## src/rtl/mips_harvard_mem_sequencer.sv

```systemverilog
// ---------------------------------------------------------------------------
// mips_harvard_mem_sequencer
//
// Lets a Harvard-interface MIPS core (separate instruction and data ports)
// share one single-port synchronous RAM. Each instruction is run as
//     FETCH -> FWAIT -> DECODE -> [WRITE | DREAD -> DWAIT] -> COMMIT
// and the core is advanced by a single-cycle cpu_clk_enable pulse in COMMIT.
// Between commits the core is frozen. Because the core is frozen, its fetch
// address and its combinational decode of the held instruction stay valid
// for the whole sequence.
//
// Parameters
//   READ_LATENCY  cycles from a mem_read=1 cycle to mem_readdata valid (1..4)
//
// Ports
//   clk                 system clock, rising edge
//   reset               synchronous, active-high
//   cpu_active          core "active" flag; low at COMMIT sends us to HALT
//   cpu_clk_enable      one-cycle pulse per committed instruction
//   cpu_instr_address   core fetch address (byte address)
//   cpu_instr_readdata  held fetched instruction word
//   cpu_data_address    core data address (byte address)
//   cpu_data_read       core load request
//   cpu_data_write      core store request
//   cpu_data_writedata  core store data
//   cpu_data_readdata   held load data
//   mem_address         RAM byte address (0 when no strobe is active)
//   mem_read            RAM read strobe
//   mem_write           RAM write strobe, single cycle
//   mem_writedata       RAM write data (0 when not writing)
//   mem_readdata        RAM read data, READ_LATENCY cycles after mem_read
//   halted              sticky: core committed while cpu_active was low
//   protocol_error      sticky: load and store requested together
//   instr_count         commits since reset, wraps at 2^32
// ---------------------------------------------------------------------------
module mips_harvard_mem_sequencer #(
    parameter int READ_LATENCY = 1
) (
    input  logic        clk,
    input  logic        reset,
    input  logic        cpu_active,
    output logic        cpu_clk_enable,
    input  logic [31:0] cpu_instr_address,
    output logic [31:0] cpu_instr_readdata,
    input  logic [31:0] cpu_data_address,
    input  logic        cpu_data_read,
    input  logic        cpu_data_write,
    input  logic [31:0] cpu_data_writedata,
    output logic [31:0] cpu_data_readdata,
    output logic [31:0] mem_address,
    output logic        mem_read,
    output logic        mem_write,
    output logic [31:0] mem_writedata,
    input  logic [31:0] mem_readdata,
    output logic        halted,
    output logic        protocol_error,
    output logic [31:0] instr_count
);

    typedef enum logic [2:0] {
        S_FETCH,
        S_FWAIT,
        S_DECODE,
        S_WRITE,
        S_DREAD,
        S_DWAIT,
        S_COMMIT,
        S_HALT
    } state_t;

    // The wait counter runs 0 .. READ_LATENCY-1; the data is captured on the
    // cycle the counter reaches its last value, which is exactly the cycle in
    // which the RAM presents the word for the strobe issued before the wait.
    localparam logic [2:0] LAST_WAIT = 3'(READ_LATENCY - 1);

    state_t      state_reg, state_next;
    logic [2:0]  wait_cnt_reg, wait_cnt_next;
    logic [31:0] instr_reg, instr_next;
    logic [31:0] data_reg, data_next;
    logic [31:0] count_reg, count_next;
    logic        halted_reg, halted_next;
    logic        perr_reg, perr_next;

    // Unqualified strobe/address values produced by the state decode.
    logic        rd_c;
    logic        wr_c;
    logic        clk_en_c;
    logic [31:0] addr_c;
    logic [31:0] wdata_c;

    // -----------------------------------------------------------------------
    // State and held registers
    // -----------------------------------------------------------------------
    always_ff @(posedge clk) begin
        if (reset) begin
            state_reg    <= S_FETCH;
            wait_cnt_reg <= 3'd0;
            instr_reg    <= 32'd0;
            data_reg     <= 32'd0;
            count_reg    <= 32'd0;
            halted_reg   <= 1'b0;
            perr_reg     <= 1'b0;
        end else begin
            state_reg    <= state_next;
            wait_cnt_reg <= wait_cnt_next;
            instr_reg    <= instr_next;
            data_reg     <= data_next;
            count_reg    <= count_next;
            halted_reg   <= halted_next;
            perr_reg     <= perr_next;
        end
    end

    // -----------------------------------------------------------------------
    // Next-state and strobe decode
    // -----------------------------------------------------------------------
    always_comb begin
        state_next    = state_reg;
        wait_cnt_next = wait_cnt_reg;
        instr_next    = instr_reg;
        data_next     = data_reg;
        count_next    = count_reg;
        halted_next   = halted_reg;
        perr_next     = perr_reg;
        rd_c          = 1'b0;
        wr_c          = 1'b0;
        clk_en_c      = 1'b0;
        addr_c        = 32'd0;
        wdata_c       = 32'd0;

        case (state_reg)
            S_FETCH: begin
                rd_c          = 1'b1;
                addr_c        = cpu_instr_address;
                wait_cnt_next = 3'd0;
                state_next    = S_FWAIT;
            end

            S_FWAIT: begin
                if (wait_cnt_reg == LAST_WAIT) begin
                    instr_next = mem_readdata;
                    state_next = S_DECODE;
                end else begin
                    wait_cnt_next = wait_cnt_reg + 3'd1;
                end
            end

            S_DECODE: begin
                // The core decodes instr_reg combinationally; its request
                // lines are only trusted in this state. A store wins over a
                // load, and asking for both is flagged.
                if (cpu_data_write) begin
                    state_next = S_WRITE;
                    if (cpu_data_read) begin
                        perr_next = 1'b1;
                    end
                end else if (cpu_data_read) begin
                    state_next = S_DREAD;
                end else begin
                    state_next = S_COMMIT;
                end
            end

            S_WRITE: begin
                wr_c       = 1'b1;
                addr_c     = cpu_data_address;
                wdata_c    = cpu_data_writedata;
                state_next = S_COMMIT;
            end

            S_DREAD: begin
                rd_c          = 1'b1;
                addr_c        = cpu_data_address;
                wait_cnt_next = 3'd0;
                state_next    = S_DWAIT;
            end

            S_DWAIT: begin
                if (wait_cnt_reg == LAST_WAIT) begin
                    data_next  = mem_readdata;
                    state_next = S_COMMIT;
                end else begin
                    wait_cnt_next = wait_cnt_reg + 3'd1;
                end
            end

            S_COMMIT: begin
                clk_en_c   = 1'b1;
                count_next = count_reg + 32'd1;
                if (!cpu_active) begin
                    halted_next = 1'b1;
                    state_next  = S_HALT;
                end else begin
                    state_next = S_FETCH;
                end
            end

            S_HALT: begin
                state_next = S_HALT;
            end

            default: begin
                state_next = S_FETCH;
            end
        endcase
    end

    // -----------------------------------------------------------------------
    // Outputs
    //
    // Reset is synchronous, so during the reset cycle the state register still
    // holds whatever it had before. Every output is therefore forced to 0
    // while reset is high; this is what stops an in-flight store from reaching
    // the RAM and an in-flight commit from pulsing the core.
    // -----------------------------------------------------------------------
    assign mem_read           = rd_c & ~reset;
    assign mem_write          = wr_c & ~reset;
    assign cpu_clk_enable     = clk_en_c & ~reset;
    assign mem_address        = reset ? 32'd0 : addr_c;
    assign mem_writedata      = reset ? 32'd0 : wdata_c;
    assign cpu_instr_readdata = reset ? 32'd0 : instr_reg;
    assign cpu_data_readdata  = reset ? 32'd0 : data_reg;
    assign instr_count        = reset ? 32'd0 : count_reg;
    assign halted             = halted_reg & ~reset;
    assign protocol_error     = perr_reg & ~reset;

endmodule

```

## config.mk

```make
export PLATFORM = sky130hd
export DESIGN_NAME = mips_harvard_mem_sequencer
export DESIGN_NICKNAME = d
export VERILOG_FILES = /design/src/rtl/mips_harvard_mem_sequencer.sv
export SDC_FILE = /design/constraint.sdc
export NUM_CORES = 1
export LEC_CHECK = 0
export CORE_MARGIN = 2
export CORE_UTILIZATION = 43
export DETAILED_ROUTE_END_ITERATION = 12
export GPL_TIMING_DRIVEN = 0
export PLACE_DENSITY_LB_ADDON = 0.12
export SYNTH_ARGS = -nofsm -noshare
export SYNTH_HDL_FRONTEND = slang
export SYNTH_SLANG_ARGS = --single-unit
```

## constraint.sdc

```tcl
create_clock -name clk -period 3.3 [get_ports clk]
set_clock_uncertainty 0.2 [all_clocks]
set_input_delay 0.495 -clock clk [delete_from_list [all_inputs] [get_ports clk]]
set_output_delay 0.495 -clock clk [all_outputs]
set_load 0.02 [all_outputs]
```

# Yosys cells after proc, flatten, opt, wreduce, memory -nomap -nowiden
# Cells that the tools add are included.
[totals]
register_bits = 104
input_bits = 133
[classes]
addsub = 2
eq_ne = 10
n_mux = 18
n_bitwise = 7
reduce_logical = 12
[ops]
columns = ["op", "count"]
rows = [
  ["$mux W32", 6],
  ["$pmux W32 S2", 1],
  ["$add A32 B1 Y32 const B", 1],
  ["$pmux W3 S8", 1],
  ["$mux W3", 5],
  ["$eq A3 B3 Y1 const B", 4],
  ["$reduce_and A2 Y1", 5],
  ["$eq A3 B2 Y1 const B", 2],
  ["$logic_not A3 Y1", 2],
  ["$ne A2 B2 Y1 const B", 3],
  ["$pmux W3 S2", 1],
  ["$reduce_or A2 Y1", 3],
  ["$and A1 B1 Y1", 5],
  ["$add A3 B1 Y3 const B", 1],
  ["$eq A3 B1 Y1 const B", 1],
  ["$mux W1", 3],
  ["$reduce_and A3 Y1", 1],
  ["$mux W2", 1],
  ["$not A1 Y1", 2],
  ["$reduce_bool A2 Y1", 1],
]

# Longest topological paths before layout
[depth]
word_depth = 4
depth_mapped = 8
mapped_depth_nobuf = 6

# Worst setup path after synthesis
# OpenSTA, ideal clock, no wires.
[synth_timing]
kind = "input to output"
startpoint = "input reset"
endpoint = "output mem_address[25]"
t_arrival_ns = 1.781
required_time_ns = 2.605
setup_slack_ns = 0.824
path_stages = 5
n_path_buf = 4
path_cell_list = "clkbuf_1 -> clkbuf_1 -> clkbuf_1 -> clkbuf_1 -> nor2_1"
[synth_via]
elab_chain_len = 1
[synth_rtl]
columns = ["item", "line", "text"]
rows = [
  ["start: declaration", "40", "input logic reset,"],
  ["$mux W32", "219", "assign mem_address = reset ? 32'd0 : addr_c;"],
  ["end: declaration", "50", "output logic [31:0] mem_address,"],
]
# Every way passes these cells.

# Worst setup path in the final report
[layout_timing]
startpoint = "register state_reg[0]"
endpoint = "output mem_writedata[16]"
[layout_via]
elab_chain_len = 3
[layout_rtl]
columns = ["item", "line", "text"]
rows = [
  ["start: declaration", "76", "state_t state_reg, state_next;"],
  ["start signal: assignment", "104", "state_reg <= state_next;"],
  ["$eq A3 B2 Y1", "131", "case (state_reg)"],
  ["$mux W32", "131", ""],
  ["$mux W32", "220", "assign mem_writedata = reset ? 32'd0 : wdata_c;"],
  ["end: declaration", "53", "output logic [31:0] mem_writedata,"],
]
# Every way passes these cells.

==> flow_metrics.tcl <==
set metrics [dict create \
    setup_viol 0 \
    outcome "finished clean" \
    switching_share 0.2742 \
    viasPerCell 5.083 \
    ir_worst_vdd_mv 0.2378 \
    slew_headroom 0.5852 \
    drtPass1Iterations 6 \
    use_met2 0.4774 \
    critical_path_arrival_ns 2.51 \
    final_common_cell "clkdlybuf4s50_1" \
    die_y_microns 117.2 \
    fmax_mhz 311.9 \
    crit_chain "clkbuf_1 -> clkbuf_1 -> clkbuf_1 -> and3_1 -> clkdlybuf4s50_1" \
    drv_cap 0 \
    p_seq_frac 0.391 \
    synthDistinctLibCells 43 \
    worst-r2r-cell-count 6 \
    worstSetupPathType "reg2out" \
    htree_levels 3 \
    cp.depth 5 \
    synth-seq-cells 104 \
    hold_path_class "reg2reg" \
    antenna_found_initial 0 \
    rsz0062_at_grt "true" \
    final_cell_mix "267 x clkdlybuf4s50_1, 144 x nand2_1, 104 x dfxtp_1" \
    p_sw_uw 931.3 \
    synthXorXnorAreaFrac 0.01589 \
    syn_area_sq_um 5512 \
    timing.critical_path.buf_inv 4 \
    start_util 0.4385 \
    internal_power_mw 2.465 \
    hold_viol_final 0 \
    fp.dieArea_sq_um 13740 \
    clk_latency_ns 0.34 \
    drc 0 \
    synth-main-ff-cell "dfxtp_1" \
    critical_path.most_common_cell "clkbuf_1" \
    grt_util_met3 0.05458 \
    hpwlAfterDp_microns 15180 \
    ys_top_cells_by_area "dfxtp_1 38%, nor2b_1 11%, nand2_1 9.8%" \
    grt-busiest-layer "met2" \
    holdPathStages 2 \
    worstMarginPinSlew_ns 0.6222 \
    cts_tree "done" \
    worst_setup_path_end_kind "output port" \
    synthAdderAreaFrac 0.006810 \
    critical-path-top-delay-family "buffers and inverters" \
    fp.dieW_microns 117.2 \
    min_period_ns 3.206 \
    cpPeakStageDelay_ns 0.62 \
    drv_slew 0 \
    nets 1177 \
    root_buffer "clkbuf_16" \
    clock_path_buffers 2 \
    syn_area_per_cell_sq_um 7.519 \
    port_buffers 296 \
    ctsHoldBuffers 0 \
    critical_path_required_ns 2.60 \
    comb_power_share 0.241 \
    crit_fanout 10 \
    grt-ovfl-total 0 \
    fin_setup_tns_ns 0 \
    cts.sinks 104 \
    use_met1 0.3476 \
    synth_compound_area_frac 0.1312 \
    drive_gt1_frac 0.06023 \
    async_flop_share 0 \
    power_mw 3.396 \
    grt_max_degree 18 \
    crit_path_top_delay_cell "clkdlybuf4s50_1" \
    n_fill_cell 1025 \
    grtUsageTotal 0.2785 \
    syn-num-nets 869 \
    ant_nets 0 \
    synth_mux_area_frac 0.03065 \
    io_pins 298 \
    antennaDiodeCount 0 \
    power-per-cell-area_nw_per_um2 370.5 \
    fin_crit_sh 0.9714 \
    reg2reg_setup_slack_ns 0.93 \
    grt_pass1_wl_microns 29740 \
    clkTransAtPathRegs_ns 0.07 \
    synth_top_family_by_area "simple AND/OR/NAND/NOR gates" \
    vias 6191 \
    numCtsBuffers 9 \
    drtIter0Drc 463 \
    critPathLaunchType "flip-flop" \
    place_congestion 0.8456 \
    hold_slack_ns 0.2491 \
    yosys.area_share.simple 0.3821 \
    syn_inst 733 \
    synth_edf_count 0 \
    core_area_sq_um 12570 \
    rows 41 \
    wire_per_inst_microns 15.92 \
    synth_top_area_share 0.3778 \
    power_leakage_nw 3.755 \
    syn_to_final_growth_pct 66.33 \
    yosysWarnings 0 \
    clkPwrFrac 0.369 \
    wirelength_microns 19400 \
    yosysTopAreaCell "dfxtp_1" \
    grt_pass1_vias 5918 \
    seq_area_frac_synth 0.3778 \
]
## worst register-to-register path, delay by kind of cell, from the launching register on
family / cells / cell delay [ns]
muxes: 1 / 0.35
DFF: 1 / 0.46
buffers and inverters: 2 / 0.29
and+or+nand+nor: 3 / 0.97
## power by group through the flow
| stage | registers [mW] | clock network, mW | logic (mW) |
|---|---|---|---|
| 6_report | 1.33 | 1.25 | 0.818 |
| 5_1_grt | 1.33 | 1.31 | 0.890 |
| 4_1_cts | 1.33 | 1.27 | 0.819 |
| 3_5_place_dp | 1.36 | 0 | 0.806 |
| 3_3_place_gp | 1.35 | 0 | 0.800 |
| 2_1_floorplan | 1.35 | 0 | 0.405 |
## repair_timing
action / CTS / global route
setup endpoints to repair: 70 / 57
resized for setup: 18 / 41
buffers inserted: 0 / 1
pin swaps: 0 / 0
endpoints found under the hold margin: 0 / 0
## cell usage after synthesis (all sizes together) (2+ instances only)
cell / count
mux2: 15
nor4: 16
xor2: 6
or4: 5
nor3b: 2
o31ai: 5
nor2b: 99
dfxtp: 104
a21oi: 74
or2: 2
or3: 2
and2: 4
ha: 3
a211oi: 2
clkbuf: 54
inv: 7
nand3b: 2
and3: 34
xnor2: 4
nand3: 9
buf: 11
and4: 4
nand4: 6
o21ai: 7
a22oi: 33
nor3: 6
nor2: 65
nand2: 144
## through the flow
stage,cell area [sq um],instances,setup WS (ns),utilization
5_1_grt,9168,1218,-0.03337,0.7294
3_5_place_dp,8690,1201,-0.4811,0.6914
4_1_cts,9085,1217,0.02493,0.7228
3_3_place_gp,8690,1201,-0.4743,0.6914
2_1_floorplan,5512,733,0.8243,-
6_report,9168,1218,0.09433,0.7294
## layer usage
| layer | part of all wire | wire length [microns] |
|---|---|---|
| met5 | 0 | 0 |
| met4 | 0.028 | 543 |
| met3 | 0.060 | 1155 |
| met2 | 0.49 | 9562 |
| met1 | 0.42 | 8134 |
## worst paths after layout
check           startpoint                end
min          instr_reg[12]      instr_reg[12]
max           state_reg[0]  mem_writedata[16]
min reg2reg  instr_reg[12]      instr_reg[12]
max reg2reg   count_reg[4]      count_reg[18]
## area by class of cell
| type | count | area (sq um) | share of cell area |
|---|---|---|---|
| clock buffer | 10 | 239.0 | 0.02607 |
| inverter | 7 | 26.28 | 0.002866 |
| multi-input combinational | 557 | 3143 | 0.3428 |
| timing repair buffer | 297 | 3035 | 0.3311 |
| buffer | 65 | 311.5 | 0.03398 |
| tap | 172 | 215.2 | 0.02347 |
| clock inverter | 6 | 115.1 | 0.01256 |
| sequential | 104 | 2082 | 0.2271 |
## logic make-up after synthesis
| family | after synthesis |
|---|---|
| flops | 104 |
| compound gates | 123 |
| xor+xnor | 10 |
| buf+inv | 72 |
| fa+ha+maj | 3 |
| mux | 15 |
| simple gates | 406 |
Note: power is estimated with default switching activity, not from simulation.
